$ cat src/rtl/matrix_pkg.sv
// Shared definitions for the sequential matrix multiplier datapath:
// default sizes, loader state encoding, and index/offset helpers.
package matrix_pkg;

    localparam int N_DEFAULT = 32'sd3;
    localparam int M_DEFAULT = 32'sd32;

    typedef logic [1:0] state_t;

    localparam state_t LOAD_X = 2'd0;
    localparam state_t LOAD_Y = 2'd1;
    localparam state_t FULL   = 2'd2;

    function automatic int clog2(input int value);
        int result;
        int rem;
        result = 32'sd0;
        rem    = value - 32'sd1;
        while (rem > 32'sd0) begin
            result = result + 32'sd1;
            rem    = rem >>> 32'sd1;
        end
        return result;
    endfunction

    // Element index width; a 1x1 matrix still needs a one-bit index.
    function automatic int idx_width(input int n);
        return (clog2(n * n) > 32'sd1) ? clog2(n * n) : 32'sd1;
    endfunction

    function automatic int elem_offset(input int m, input int idx);
        return m * idx;
    endfunction

endpackage

$ cat src/rtl/matrix_elem_store.sv
// Flat N*N x M element register bank with a single indexed write port.
module matrix_elem_store
    import matrix_pkg::*;
#(
    parameter int N  = N_DEFAULT,
    parameter int M  = M_DEFAULT,
    parameter int IW = idx_width(N_DEFAULT)
) (
    input  logic               clk,
    input  logic               rst,
    input  logic               we,
    input  logic [IW-1:0]      idx,
    input  logic [M-1:0]       wdata,
    output logic [M*N*N-1:0]   data
);

    logic [M*N*N-1:0] store_q;
    logic [M*N*N-1:0] store_d;

    // Write the addressed element; every other element holds its value.
    always_comb begin
        store_d = store_q;
        for (int i = 32'sd0; i < N * N; i++) begin
            if (we && (idx == IW'(i))) begin
                store_d[elem_offset(M, i) +: M] = wdata;
            end else begin
                store_d[elem_offset(M, i) +: M] = store_q[elem_offset(M, i) +: M];
            end
        end
    end

    // Bank register.
    always_ff @(posedge clk or posedge rst) begin
        if (rst) begin
            store_q <= '0;
        end else begin
            store_q <= store_d;
        end
    end

    assign data = store_q;

endmodule

$ cat src/rtl/matrix_operand_loader.sv
// Streams X then Y elements into flat operand buses and holds them until released.
// Optional checksum output enabled by MATRIX_LOADER_CHECKSUM_EN.
module matrix_operand_loader
    import matrix_pkg::*;
#(
    parameter int N = N_DEFAULT,
    parameter int M = M_DEFAULT
) (
    input  logic             clk,
    input  logic             rst,
    input  logic             in_valid,
    output logic             in_ready,
    input  logic [M-1:0]     in_data,
    output logic [M*N*N-1:0] x,
    output logic [M*N*N-1:0] y,
    output logic             out_valid,
    output logic             start,
    input  logic             out_ack
`ifdef MATRIX_LOADER_CHECKSUM_EN
    ,
    output logic [M-1:0]     checksum
`endif
);

    localparam int IW = idx_width(N);

    state_t        state_q, state_d;
    logic [IW-1:0] idx_q, idx_d;
    logic          out_valid_q, out_valid_d;
    logic          start_q, start_d;
    logic          accept_s, last_s, x_we_s, y_we_s;

    assign accept_s = in_valid && in_ready;
    assign last_s   = (idx_q == IW'(N * N - 32'sd1));

    // State register.
    always_ff @(posedge clk or posedge rst) begin
        if (rst) begin
            state_q <= LOAD_X;
        end else begin
            state_q <= state_d;
        end
    end

    // Next-state logic.
    always_comb begin
        state_d = state_q;
        case (state_q)
            LOAD_X: begin
                if (accept_s && last_s) state_d = LOAD_Y;
                else                    state_d = state_q;
            end
            LOAD_Y: begin
                if (accept_s && last_s) state_d = FULL;
                else                    state_d = state_q;
            end
            FULL: begin
                if (out_ack) state_d = LOAD_X;
                else         state_d = state_q;
            end
            default: state_d = LOAD_X;
        endcase
    end

    // Ready depends on state alone so upstream never sees a valid->ready loop.
    always_comb begin
        in_ready = 1'b0;
        case (state_q)
            LOAD_X:  in_ready = 1'b1;
            LOAD_Y:  in_ready = 1'b1;
            FULL:    in_ready = 1'b0;
            default: in_ready = 1'b0;
        endcase
    end

    // Index, write strobes and completion flags.
    always_comb begin
        idx_d       = idx_q;
        x_we_s      = 1'b0;
        y_we_s      = 1'b0;
        out_valid_d = out_valid_q;
        start_d     = 1'b0;
        case (state_q)
            LOAD_X: begin
                x_we_s = accept_s;
                if (accept_s) idx_d = last_s ? '0 : idx_q + IW'(1'b1);
                else          idx_d = idx_q;
            end
            LOAD_Y: begin
                y_we_s = accept_s;
                if (accept_s && last_s) begin
                    idx_d       = '0;
                    out_valid_d = 1'b1;
                    start_d     = 1'b1;
                end else if (accept_s) begin
                    idx_d = idx_q + IW'(1'b1);
                end else begin
                    idx_d = idx_q;
                end
            end
            FULL: begin
                if (out_ack) begin
                    idx_d       = '0;
                    out_valid_d = 1'b0;
                end else begin
                    out_valid_d = 1'b1;
                end
            end
            default: begin
                idx_d       = '0;
                out_valid_d = 1'b0;
            end
        endcase
    end

    // Control registers.
    always_ff @(posedge clk or posedge rst) begin
        if (rst) begin
            idx_q       <= '0;
            out_valid_q <= 1'b0;
            start_q     <= 1'b0;
        end else begin
            idx_q       <= idx_d;
            out_valid_q <= out_valid_d;
            start_q     <= start_d;
        end
    end

    assign out_valid = out_valid_q;
    assign start     = start_q;

    matrix_elem_store #(.N(N), .M(M), .IW(IW)) u_x_store (
        .clk   (clk),
        .rst   (rst),
        .we    (x_we_s),
        .idx   (idx_q),
        .wdata (in_data),
        .data  (x)
    );

    matrix_elem_store #(.N(N), .M(M), .IW(IW)) u_y_store (
        .clk   (clk),
        .rst   (rst),
        .we    (y_we_s),
        .idx   (idx_q),
        .wdata (in_data),
        .data  (y)
    );

`ifdef MATRIX_LOADER_CHECKSUM_EN
    logic [M-1:0] checksum_q, checksum_d;

    // Running sum of the current load; cleared when the consumer releases.
    always_comb begin
        checksum_d = checksum_q;
        if ((state_q == FULL) && out_ack) begin
            checksum_d = '0;
        end else if (accept_s) begin
            checksum_d = checksum_q + in_data;
        end else begin
            checksum_d = checksum_q;
        end
    end

    // Checksum register.
    always_ff @(posedge clk or posedge rst) begin
        if (rst) begin
            checksum_q <= '0;
        end else begin
            checksum_q <= checksum_d;
        end
    end

    assign checksum = checksum_q;
`endif

endmodule

$ cat config.mk
export PLATFORM = sky130hd
export DESIGN_NAME = matrix_operand_loader
export DESIGN_NICKNAME = d
export VERILOG_FILES = /design/src/rtl/matrix_pkg.sv /design/src/rtl/matrix_elem_store.sv /design/src/rtl/matrix_operand_loader.sv
export SDC_FILE = /design/constraint.sdc
export NUM_CORES = 1
export LEC_CHECK = 0
export ABC_AREA = 0
export BUFFER_PORTS_ARGS = -buffer_cell sky130_fd_sc_hd__buf_2
export CAP_MARGIN = 40
export CORE_MARGIN = 5
export CORE_UTILIZATION = 35
export CTS_CLUSTER_SIZE = 40
export DETAILED_ROUTE_END_ITERATION = 10
export SETUP_SLACK_MARGIN = 0.3
export SKIP_LAST_GASP = 1
export SLEW_MARGIN = 30
export SYNTH_ARGS = -nofsm -noshare
export SYNTH_HDL_FRONTEND = slang
export SYNTH_HIERARCHICAL = 1
export SYNTH_SLANG_ARGS = --single-unit
$ cat constraint.sdc
create_clock -name clk -period 24.4 [get_ports clk]
set_input_delay 3.66 -clock clk [delete_from_list [all_inputs] [get_ports clk]]
set_output_delay 3.66 -clock clk [all_outputs]
set_load 0.03 [all_outputs]
# Yosys cells after proc, flatten, opt, wreduce, memory -nomap -nowiden

Index checks and enable logic that the tools add are counted.

Mux-type cells: 18
Add/sub/neg operators: 1
Equality and inequality tests: 15
Reductions and logical operators: 26
Bitwise gates (word level): 1

Operator list:

| kind                  | number |
|---|---|
| $logic_and A1 B1 Y1   | 20 |
| $mux W4               | 5 |
| $eq A4 B3 Y1 const B  | 4 |
| $pmux W4 S3           | 1 |
| $eq A4 B2 Y1 const B  | 2 |
| $ne A2 B2 Y1 const B  | 4 |
| $mux W1               | 7 |
| $mux W2               | 3 |
| $pmux W2 S3           | 1 |
| $reduce_and A3 Y1     | 2 |
| $add A4 B1 Y4 const B | 1 |
| $eq A4 B1 Y1 const B  | 1 |
| $eq A4 B4 Y1 const B  | 1 |
| $logic_not A4 Y1      | 1 |
| $ne A3 B3 Y1 const B  | 1 |
| $pmux W1 S3           | 1 |
| $eq A2 B1 Y1 const B  | 1 |
| $eq A2 B2 Y1 const B  | 1 |
| $logic_not A2 Y1      | 1 |
| $reduce_and A2 Y1     | 1 |
| $reduce_or A2 Y1      | 1 |
| $not A1 Y1            | 1 |

Logic and storage cells: 83
Output and inout bits: 579
Flip-flop bits (word level): 584

# Longest topological paths before layout

Word-level depth: 7
Mapped depth: 9

# Cells and area by module

Netlist, hierarchy kept.

Modules (own cells, without submodules):

| module                | area each (µm²) | seq. area each (µm²) | instances | cells an instance |
|---|---|---|---|---|
| matrix_elem_store     | 10700.3         | 7206.9               | 2         | 621 |
| matrix_operand_loader | 520.5           | 200.2                | 1         | 54 |

# Worst setup path before layout

Ideal clock, no wire load.

Path kind: input-to-reg
Start point: input in_valid
End point: register u_x_store.store_q[115], in the netlist u_x_store/data[115]
Stages on the path: 7
Library setup time: 0.125 ns
Path slack: 19.313 ns
Path buffers: 2
Data arrival time: 4.963 ns
Cells stage by stage: inv_1 > nor2_1 > nor3b_2 > and3_1 > clkbuf_1 > buf_2 > mux2_2

Word-level cells in the longest chain between the ends: 3

Ends and longest elaborated chain:

| what                   | line                        | RTL |
|---|---|---|
| start: declaration     | matrix_operand_loader.sv:11 | `input logic in_valid,` |
| $logic_and A1 B1 Y1    | matrix_operand_loader.sv:33 | `assign accept_s = in_valid && in_ready;` |
| $mux W1                | matrix_operand_loader.sv:83 | `case (state_q)` |
| via x_we_s             | matrix_operand_loader.sv:31 | `logic accept_s, last_s, x_we_s, y_we_s;` |
| $logic_and A1 B1 Y1    | matrix_elem_store.sv:24     | `if (we && (idx == IW'(i))) begin` |
| end signal: assignment | matrix_elem_store.sv:37     | `store_q <= store_d;` |
| end: declaration       | matrix_elem_store.sv:17     | `logic [M*N*N-1:0] store_q;` |

The timed path passes the listed nets, and every way through them passes these cells.
A chain may end at the register's enable or synchronous reset.

# Final worst setup path

Start point: input in_valid
End point: register u_y_store.store_q[164], in the netlist u_y_store/data[164]

Word-level cells in the longest chain between the ends: 3

Ends and longest elaborated chain:

| what                   | line |
|---|---|
| $logic_and A1 B1 Y1    | matrix_operand_loader.sv:33 |
| $mux W1                | matrix_operand_loader.sv:83 |
| via y_we_s             | matrix_operand_loader.sv:31 |
| $logic_and A1 B1 Y1    | matrix_elem_store.sv:24 |
| end signal: assignment | matrix_elem_store.sv:37 |
| end: declaration       | matrix_elem_store.sv:17 |

The timed path passes the listed nets, and every way through them passes these cells.

==> flow_summary.json <==
{
  "ys_ff_latch": 584,
  "worstPathRequired_ns": 24.88,
  "syn_inst": 1296,
  "fp.dieArea_um2": 67700,
  "numCtsBuffers": 60,
  "hold_slack_ns": 0.481,
  "post-route-min-period_ns": 5.57,
  "num-fill-cells": 5592,
  "drtIter0Drc": 637,
  "worst-endpoint-arrival_ns": 6.05,
  "grt_setup_unrepaired": "false",
  "period_share_pct": 22.8,
  "htreeDepth": 2,
  "synth_area_leader_cell": "dfrtp_1",
  "cts_tree": "yes",
  "drc_errors": 0,
  "peakVddDrop_v": 0.0000733,
  "ys_seq_area_share_pct": 66.7,
  "hp-class": "flop to flop",
  "vias": 13800,
  "hold_viol_final": 0,
  "start_util_pct": 35.5,
  "maxSlewViolCount": 0,
  "worstMarginPinSlew_ns": 0.838,
  "wire_per_inst_um": 25.6,
  "outcome": "completed",
  "yosysTopAreaCellShare_pct": 66.7,
  "avgSynthCellArea_um2": 16.9,
  "max_cap_violations": 0,
  "antenna_found_initial": 2,
  "finalClockSkew_ns": 0.0237,
  "drive_gt1_share_pct": 65.1,
  "grt_max_degree": 95,
  "criticalPathCategory": "primary input to flop",
  "synthesis.area_um2": 21900,
  "finalSetupViolations": 0,
  "cts.path.max_buffers": 3,
  "cts.repair.resized": 0,
  "mostFrequentLayoutCells": "buf_2, dfrtp_1, mux2_2",
  "synthDistinctLibCells": 31,
  "register_area_um2": 14600,
  "grt_pass1_wl_mm": 104,
  "synth_nets": 1338,
  "place_congestion": 0.792,
  "ys_top_cells_by_area": "dfrtp_1, mux2_2, mux2_1",
  "overflow": 0,
  "multi_input_area_um2": 7040,
  "root_buffer": "clkbuf_16",
  "clock_latency_ns": 0.61,
  "ys_warn_count": 6,
  "crit_path_end_kind": "flop",
  "clk_pin_slew_ns": 0.06,
  "dp_hpwl_mm": 49.3,
  "fp.coreArea_um2": 61800,
  "vias_per_cell": 4.90,
  "startpoint_type": "primary input",
  "grt_usage_pct": 20.6,
  "syn2layout_area_growth_pct": 28.6,
  "totalWireLength_mm": 72.2,
  "power_leakage_nw": 14.9,
  "crit_path_max_fanout": 21,
  "final_common_cell": "buf_2",
  "grt_pass1_vias": 14600,
  "ant_nets": 0,
  "p_per_area_nw_per_um2": 154,
  "io-pin-count": 615,
  "relSlewSlack_pct": 44.1,
  "postCtsHoldBufs": 0,
  "reg2reg_slack_ns": 21.31,
  "dr.pass1.iters": 4,
  "rows": 91,
  "clock-sinks": 584,
  "postCtsSetupRepairBufs": 0,
  "port_buffers": 614,
  "tns_ns": 0,
  "fmax_mhz": 179,
  "fin_nets": 1979,
  "die_w_um": 260,
  "power.total_w": 0.00435,
  "die_h_um": 260
}
-- worst max-delay path, stage by stage --
cell and delay (ns):
buf_2 0.15, and2_1 0.25, nand3b_1 0.30, nor3b_4 0.79, buf_4 0.46, mux2_2 0.39
-- final timing paths --
kind,startpoint,to,cells after the start
min in group asynchronous,rst,u_x_store/data[173]$_DFFE_PP0P_,2
worst min register to register,u_y_store/data[110]$_DFFE_PP0P_,u_y_store/data[110]$_DFFE_PP0P_,1
worst max register to register,state_q[1]$_DFFE_PP0P_,u_y_store/data[164]$_DFFE_PP0P_,7
worst max-delay path,in_valid,u_y_store/data[164]$_DFFE_PP0P_,6
max in group asynchronous,rst,u_y_store/data[265]$_DFFE_PP0P_,5
worst min-delay path,u_y_store/data[110]$_DFFE_PP0P_,u_y_store/data[110]$_DFFE_PP0P_,1
-- cell families after synthesis --
group	share of synthesized area (%)
DFF	66.7
muxes	29.7
buffers and inverters	1.54
and+or+nand+nor	1.36
AOI/OAI and AO/OA	0.405
adders and majority gates	0.342
-- layer usage --
metal / share of wire (%) / GRT usage [%] / vias up
met5: 0 / 0 / -
met4: 3.5 / 6.91 / 0
met3: 6.9 / 5.45 / 123
met2: 49 / 34.6 / 465
met1: 41 / 26.0 / 7349
li1: - / - / 5902
-- layout make-up --
cell class / instances / area share [%]
Timing Repair Buffer: 641 / 12.0
Multi-Input combinational cell: 640 / 25.0
Tap cell: 837 / 3.72
Inverter: 10 / 0.186
Clock inverter: 27 / 1.32
Antenna cell: 1 / 0.00888
Clock buffer: 83 / 5.92
Sequential cell: 584 / 51.8
-- metrics by stage --
stage	utilization, %	area, um^2	setup WS, ns	instances
4_1_cts	45.5	28100	18.83	2820
3_3_place_gp	42.0	26000	18.23	2705
6_report	45.6	28200	18.83	2823
2_1_floorplan	-	21900	12.79	1296
3_5_place_dp	42.2	26100	18.22	2710
5_1_grt	45.6	28200	18.73	2822
-- report_power, final --
part           internal, W  leakage (nW)  switching [W]
sequential         0.00135          7.61       0.000204
clock             0.000562         0.996       0.000386
combinational     0.000595          6.30        0.00125
-- sequential cells by signal, summed over array words and instances (netlist names) --
signal	flops
idx_q	4
start	1
u_x_store/data	288
state_q	2
out_valid	1
u_y_store/data	288
-- Yosys cell counts --
cell type / number
inv_1: 10
buf_2: 54
a21oi_1: 2
a211oi_1: 1
nand4_1: 1
a31oi_1: 2
a22o_1: 2
nand2_1: 6
nand3_1: 1
a21o_1: 1
clkbuf_1: 8
and3_1: 2
nand4b_1: 3
nor2b_1: 1
mux2i_1: 1
nor3b_2: 6
nor2_1: 7
nand2b_1: 3
or4_1: 2
o21ai_0: 3
dfrtp_1: 584
and2_1: 1
mux2_1: 38
nor3_1: 1
a32o_1: 1
mux2_2: 539
o2bb2ai_1: 1
ha_1: 6
and3b_4: 1
and2_2: 1
nand3b_1: 7
No activity file was read; power rests on OpenSTA's default activity.
